[config.mk]
export PLATFORM = sky130hd
export DESIGN_NAME = uart_tx_param_flat
export DESIGN_NICKNAME = d
export VERILOG_FILES = /design/src/rtl/uart_pkg.sv /design/src/rtl/uart_tx_param_if.sv /design/src/rtl/uart_baud_gen.sv /design/src/rtl/uart_tx_param.sv /design/src/flat_wrapper.sv
export SDC_FILE = /design/constraint.sdc
export NUM_CORES = 1
export LEC_CHECK = 0
export CORE_MARGIN = 3
export CORE_UTILIZATION = 54
export DETAILED_ROUTE_END_ITERATION = 10
export PLACE_DENSITY_LB_ADDON = 0.08
export SYNTH_ARGS = -nofsm -noshare
export SYNTH_HDL_FRONTEND = slang
export SYNTH_SLANG_ARGS = --single-unit
[constraint.sdc]
create_clock -name clk -period 1.8 [get_ports clk]
set_input_delay 0.36 -clock clk [delete_from_list [all_inputs] [get_ports clk]]
set_output_delay 0.36 -clock clk [all_outputs]
set_load 0.03 [all_outputs]
[src/rtl/uart_pkg.sv]
// uart_pkg: shared types and helpers for the UART blocks.
//   state_t     - transmitter FSM states (PARITY is only entered when the
//                 UART_TX_PARITY_EN macro is defined)
//   LINE_IDLE   - line level between frames and during stop bits
//   START_BIT   - line level of the start bit
//   calc_div    - clocks per bit for a given clock frequency and baud rate
//   cnt_width   - width of a counter that spans 0..div-1
package uart_pkg;

  localparam logic LINE_IDLE = 1'b1;
  localparam logic START_BIT = 1'b0;

  typedef enum logic [2:0] {
    IDLE,
    START,
    DATA,
    PARITY,
    STOP
  } state_t;

  function automatic int calc_div(input int clk_freq, input int baud);
    return clk_freq / baud;
  endfunction

  // Never narrower than one bit, so a degenerate divider still elaborates
  // far enough to reach the divider range check in the top.
  function automatic int cnt_width(input int div);
    return (div > 2) ? $clog2(div) : 1;
  endfunction

endpackage

[src/rtl/uart_tx_param_if.sv]
// uart_tx_param_if: valid/ready word handshake into the UART transmitter.
//   tx_data  [DATA_BITS] word to send, sampled on handshake
//   tx_valid             tx_data is valid
//   tx_ready             transmitter accepts a word this cycle
// Modports: master (word source), slave (transmitter).
interface uart_tx_param_if #(
  parameter int DATA_BITS = 8
) ();
  logic [DATA_BITS-1:0] tx_data;
  logic                 tx_valid;
  logic                 tx_ready;

  modport master (output tx_data, output tx_valid, input tx_ready);
  modport slave  (input tx_data, input tx_valid, output tx_ready);
endinterface

[src/rtl/uart_baud_gen.sv]
// uart_baud_gen: bit-period timer shared by the UART TX and RX.
//   clk, nrst  clock, synchronous active-low reset
//   restart    clears the count so the next bit period starts this edge
//   bit_tick   high on the last clock (count == DIV-1) of every bit period
module uart_baud_gen
  import uart_pkg::*;
#(
  parameter int DIV = 1250
) (
  input  logic clk,
  input  logic nrst,
  input  logic restart,
  output logic bit_tick
);

  localparam int            CW   = cnt_width(DIV);
  localparam logic [CW-1:0] LAST = CW'(DIV - 1);

  logic [CW-1:0] cnt;

  // Wrap is an explicit reload at DIV-1; DIV need not be a power of two.
  always_ff @(posedge clk) begin
    if (!nrst)                        cnt <= '0;
    else if (restart || cnt == LAST)  cnt <= '0;
    else                              cnt <= cnt + 1'b1;
  end

  assign bit_tick = (cnt == LAST);

endmodule

[src/rtl/uart_tx_param.sv]
// uart_tx_param: parametrised UART transmitter.
// Frame: start bit, DATA_BITS data bits LSB first, optional parity bit,
// STOP_BITS stop bits; each bit lasts DIV = CLK_FREQ/BAUD clocks.
// Optional feature macro: UART_TX_PARITY_EN (inserts a parity bit,
// sense chosen by PARITY_ODD).
//   clk, nrst  clock, synchronous active-low reset
//   bus        slave side of the tx_data/tx_valid/tx_ready handshake
//   tx         registered serial line, idle high
//   busy       high while a frame is on the line
//   bit_tick   pulse on the last clock of each bit period
module uart_tx_param
  import uart_pkg::*;
#(
  parameter int CLK_FREQ   = 12000000,
  parameter int BAUD       = 9600,
  parameter int DATA_BITS  = 8,
  parameter int STOP_BITS  = 1,
  parameter int PARITY_ODD = 0
) (
  input  logic             clk,
  input  logic             nrst,
  uart_tx_param_if.slave   bus,
  output logic             tx,
  output logic             busy,
  output logic             bit_tick
);

  localparam int            DIV       = calc_div(CLK_FREQ, BAUD);
  localparam int            IW        = $clog2(DATA_BITS + 1);
  localparam logic [IW-1:0] LAST_BIT  = IW'(DATA_BITS - 1);
  localparam logic          LAST_STOP = 1'(STOP_BITS - 1);

  if (DIV < 2) begin : g_div_chk
    $error("uart_tx_param: CLK_FREQ/BAUD must be at least 2");
  end
  if (DATA_BITS < 5 || DATA_BITS > 9) begin : g_data_chk
    $error("uart_tx_param: DATA_BITS must be 5..9");
  end
  if (STOP_BITS < 1 || STOP_BITS > 2) begin : g_stop_chk
    $error("uart_tx_param: STOP_BITS must be 1 or 2");
  end
  if (PARITY_ODD < 0 || PARITY_ODD > 1) begin : g_par_chk
    $error("uart_tx_param: PARITY_ODD must be 0 or 1");
  end

  state_t               state;
  logic [DATA_BITS-1:0] shreg;
  logic [IW-1:0]        bit_idx;
  logic                 stop_idx;
  logic                 tick;
  logic                 last_stop;
  logic                 accept;
`ifdef UART_TX_PARITY_EN
  logic                 par_bit;
`endif

  // The final clock of the last stop bit doubles as the accept slot for
  // the next word, which is what lets frames abut with no idle gap.
  assign last_stop    = tick && (state == STOP) && (stop_idx == LAST_STOP);
  assign bus.tx_ready = (state == IDLE) || last_stop;
  assign accept       = bus.tx_valid && bus.tx_ready;
  assign bit_tick     = tick;

  // Held in restart while idle so the start bit is phase-aligned to accept.
  uart_baud_gen #(.DIV(DIV)) u_baud (
    .clk      (clk),
    .nrst     (nrst),
    .restart  (accept || state == IDLE),
    .bit_tick (tick)
  );

  always_ff @(posedge clk) begin
    if (!nrst) begin
      state    <= IDLE;
      tx       <= LINE_IDLE;
      busy     <= 1'b0;
      shreg    <= '0;
      bit_idx  <= '0;
      stop_idx <= 1'b0;
`ifdef UART_TX_PARITY_EN
      par_bit  <= 1'b0;
`endif
    end else if (accept) begin
      state    <= START;
      tx       <= START_BIT;
      busy     <= 1'b1;
      shreg    <= bus.tx_data;
      bit_idx  <= '0;
      stop_idx <= 1'b0;
`ifdef UART_TX_PARITY_EN
      // Parity taken from the word as latched, before shifting destroys it.
      par_bit  <= (^bus.tx_data) ^ 1'(PARITY_ODD);
`endif
    end else if (tick) begin
      case (state)
        START: begin
          state <= DATA;
          tx    <= shreg[0];
          shreg <= shreg >> 1;
        end
        DATA: begin
          if (bit_idx == LAST_BIT) begin
`ifdef UART_TX_PARITY_EN
            state <= PARITY;
            tx    <= par_bit;
`else
            state <= STOP;
            tx    <= LINE_IDLE;
`endif
          end else begin
            tx      <= shreg[0];
            shreg   <= shreg >> 1;
            bit_idx <= bit_idx + 1'b1;
          end
        end
`ifdef UART_TX_PARITY_EN
        PARITY: begin
          state <= STOP;
          tx    <= LINE_IDLE;
        end
`endif
        STOP: begin
          if (stop_idx == LAST_STOP) begin
            state <= IDLE;
            tx    <= LINE_IDLE;
            busy  <= 1'b0;
          end else begin
            stop_idx <= stop_idx + 1'b1;
          end
        end
        default: begin
          state <= IDLE;
          tx    <= LINE_IDLE;
          busy  <= 1'b0;
        end
      endcase
    end
  end

endmodule

[src/flat_wrapper.sv]
// flat-port wrapper written by rule: the top's interface ports become plain ports
module uart_tx_param_flat import uart_pkg::*;
#(
  parameter int CLK_FREQ   = 12000000,
  parameter int BAUD       = 9600,
  parameter int DATA_BITS  = 8,
  parameter int STOP_BITS  = 1,
  parameter int PARITY_ODD = 0
)
  (clk, nrst, tx, busy, bit_tick, bus_tx_data, bus_tx_valid, bus_tx_ready);
  uart_tx_param_if #(.DATA_BITS(DATA_BITS)) bus_i ();
  input  logic clk;
  input  logic nrst;
  output logic tx;
  output logic busy;
  output logic bit_tick;
  input wire logic [$bits(bus_i.tx_data)-1:0] bus_tx_data;
  input wire logic [$bits(bus_i.tx_valid)-1:0] bus_tx_valid;
  output wire logic [$bits(bus_i.tx_ready)-1:0] bus_tx_ready;
  assign bus_i.tx_data = bus_tx_data;
  assign bus_i.tx_valid = bus_tx_valid;
  assign bus_tx_ready = bus_i.tx_ready;
  uart_tx_param #(.CLK_FREQ(CLK_FREQ), .BAUD(BAUD), .DATA_BITS(DATA_BITS), .STOP_BITS(STOP_BITS), .PARITY_ODD(PARITY_ODD)) u_core (.clk(clk), .nrst(nrst), .bus(bus_i), .tx(tx), .busy(busy), .bit_tick(bit_tick));
endmodule
==> run_results.csv <==
group,metric,value,unit
run_status,status,"complete, but fails checks",
run_status,violations,"negative setup slack",
power_and_ir_drop,combPwrFrac,0.124,
worst_setup_path,cp_max_fo,2,
placement,port_buffers,14,
routing,wl_per_cell,15.4,um
worst_setup_path,path_buf_inv,3,
synthesis,async_flop_share,0,
sta,hold_viol_final,0,
routing,ant_nets,0,
die,die-width,56.0,um
worst_setup_path,critical-path-top-delay-family,"flip-flops",
synthesis,yosysUniqueCellTypes,37,
die,die_area,3130,um^2
sta,layout_min_cycle_time,2.00,ns
sta,maxSlewViolCount,0,
synthesis,synth_common_cells,"28 x dfxtp_1, 15 x nor2_1, 13 x o21ai_0, 12 x nand4_1",
placement,post-place-cells,207,
worst_setup_path,critPathArrivalTime,1.64,ns
synthesis,synthCells,155,
grt,grt_overflow,0,
worst_hold_path,hold_class,"register to register",
worst_setup_path,end_kind,"primary output",
sta,finClkSkew,0.00172,ns
worst_setup_path,required,1.44,ns
final_layout,fin_cells,215,
clock_tree,cts_buffer_depth,2,
final_layout,fillers,160,
routing,drt-total-wl,3300,um
placement,gp_congestion,0.777,
synthesis,syn_area_per_cell,8.69,um^2
die,rows,17,
synthesis,ys_seq_area_frac,0.416,
worst_hold_path,holdPathStages,2,
synthesis,ys.flop_type,"dfxtp_1",
sta,clock.fmax,499,MHz
clock_tree,cts_tree,"built",
power_and_ir_drop,swShare,0.235,
sta,setup_violations,4,
synthesis,yosysWarnings,0,
clock_tree,clk_pin_slew,0.15,ns
final_layout,area_growth,34.4,%
final_layout,layout-drive-gt1-share,0.251,
final_layout,n_antenna_cell,0,
power_and_ir_drop,power_density,680,nW/um^2
job,cap_violations,0,
clock_tree,clk_latency,0.33,ns
sta,post-route-period-util,1.11,
power_and_ir_drop,p_leak,0.642,nW
grt,grt_pass1_vias,1225,
clock_tree,htreeDepth,1,
routing,first_iter_violations,65,
worst_setup_path,cpMaxStageDelayCell,"dfxtp_2",
die,io-pin-count,15,
power_and_ir_drop,p_sw,0.000290,W
sta,rsz0062_at_grt,"yes",
synthesis,synth-edff-count,0,
synthesis,synthesis.area,1350,um^2
clock_tree,numCtsBuffers,3,
power_and_ir_drop,p_int,0.000942,W
grt,grt_max_degree,17,
synthesis,synth_top_area_cell,"dfxtp_1",
final_layout,fin_nets,202,
routing,via_per_inst,6.05,
power_and_ir_drop,irDropWorstVdd,0.000665,V
placement,dp_hpwl,2120,um
worst_setup_path,critPathLaunchType,"register",
synthesis,synth_top_area_share,0.416,
routing,drc,0,
die,coreArea,2300,um^2
worst_setup_path,cp.depth,7,
clock_tree,cts_sinks,28,
worst_setup_path,crit_path_cell_trace,"inv_2 > ha_4 > and4bb_1 > a41oi_1 > buf_4 > nor3_4 > buf_6",
sta,tightest_slew,0.370,ns
routing,dr.pass1.iters,4,
die,die_h,56.0,um
grt,grt_antenna_before_repair,0,
worst_setup_path,critPathMaxStageDelay,0.37,ns
synthesis,ys_top_cells_by_area,"dfxtp_1 42%, nand4_1 5.6%, o31ai_1 5.0%",
placement,dp_slack,0.0365,ns
die,start_util,0.587,
synthesis,syn_nets,169,
power_and_ir_drop,seq_power_share,0.536,
synthesis,synth-seq-cells,28,
synthesis,synth.most_common_cell,"dfxtp_1",
sta,slew_headroom,0.753,
worst_setup_path,crit_type,"register to primary output",
worst_setup_path,reg2reg_depth,8,
routing,vias,1301,
sta,finalWorstSetupSlack,-0.203,ns
grt,grt_pass1_wl,5530,um
grt,grt_util_all_layers,0.216,
power_and_ir_drop,clockPowerShare,0.340,
clock_tree,root_buffer,"clkbuf_4",
## repair_timing
item                       4_1_cts  5_1_grt
setup endpoints to repair        2       27
buffers inserted                 2        1
hold buffers                     0        0
resized for setup               11       18
pin swaps                        3        1
gates cloned                     0        1
## flip-flops by register name (all words and copies together), names as in the netlist
| signal | flops |
|---|---|
| u_core.shreg | 8 |
| u_core.busy | 1 |
| u_core.u_baud.cnt | 11 |
| u_core.bit_idx | 4 |
| u_core.tx | 1 |
| u_core.state | 3 |
## worst register-to-register path, delay by kind of cell, from the launching register on
family | cells | cell delay [ns]
and+or+nand+nor | 3 | 0.83
DFF | 1 | 0.36
buffers and inverters | 3 | 0.36
AOI/OAI and AO/OA | 1 | 0.13
adders and majority gates | 1 | 0.11
## per-stage QoR
step | hold slack (ns) | area, um^2 | total power, W | util | TNS, ns
final | 0.492 | 1810 | 0.00123 | 0.788 | -0.334
after global routing | 0.524 | 1810 | 0.00128 | 0.788 | -1.14
after CTS | 0.493 | 1720 | 0.00122 | 0.748 | -0.281
after detailed placement | 0.473 | 1620 | 0.000803 | 0.704 | 0
after global placement | 0.468 | 1620 | 0.000800 | 0.704 | 0
after floorplan | 0.441 | 1360 | 0.000747 | - | 0
## placed cells by master (no fill, tap or decap), drive strengths merged, types with 5 or more instances in the layout
master and count:
a21oi 5, a31oi 9, buf 26, clkdlybuf4s50 12, dfxtp 28, nand2 8
nand4 12, nor2 15, nor3 5, o21ai 13, o31ai 9, xnor2 5
xor2 5
## power groups by stage
stage               Combinational (W)  Clock (W)  Sequential (W)
floorplan                   0.0000742          0        0.000673
global placement             0.000129          0        0.000671
detailed placement           0.000132          0        0.000671
CTS                          0.000135   0.000427        0.000659
global route                 0.000166   0.000450        0.000662
finish                       0.000153   0.000419        0.000660
## worst paths after layout
check	startpoint	to	slack (ns)
min reg2reg	u_core.busy	u_core.busy	0.49
max reg2reg	u_core.u_baud.cnt[1]	u_core.bit_idx[3]	-0.02
max	u_core.u_baud.cnt[1]	bus_tx_ready	-0.20
min	u_core.busy	u_core.busy	0.49
## kinds of logic after synthesis
kind of cell | synth area share
AOI/OAI and AO/OA | 0.204
xor gates and xnor gates | 0.0650
adders and majority gates | 0.0279
buffers and inverters | 0.0566
DFF | 0.416
and+or+nand+nor | 0.230
## metal layers
metal	vias up	track usage	routed length, um	share of wire
li1	642	-	-	-
met1	626	0.298	1510	0.46
met2	29	0.340	1620	0.49
met3	4	0.0348	124	0.038
met4	0	0.0814	43	0.013
met5	-	0	0	0
## final cells by class
| type | instances | area (um^2) | area share |
|---|---|---|---|
| repair buffers | 38 | 348 | 0.192 |
| clock buffers | 3 | 22.5 | 0.0124 |
| clock inverters | 1 | 30.0 | 0.0166 |
| inverters | 4 | 17.5 | 0.00968 |
| multi-input cells | 113 | 795 | 0.439 |
| flip-flops and latches | 28 | 563 | 0.311 |
| well taps | 28 | 35.0 | 0.0194 |
Note: power is estimated with default switching activity, not from simulation.
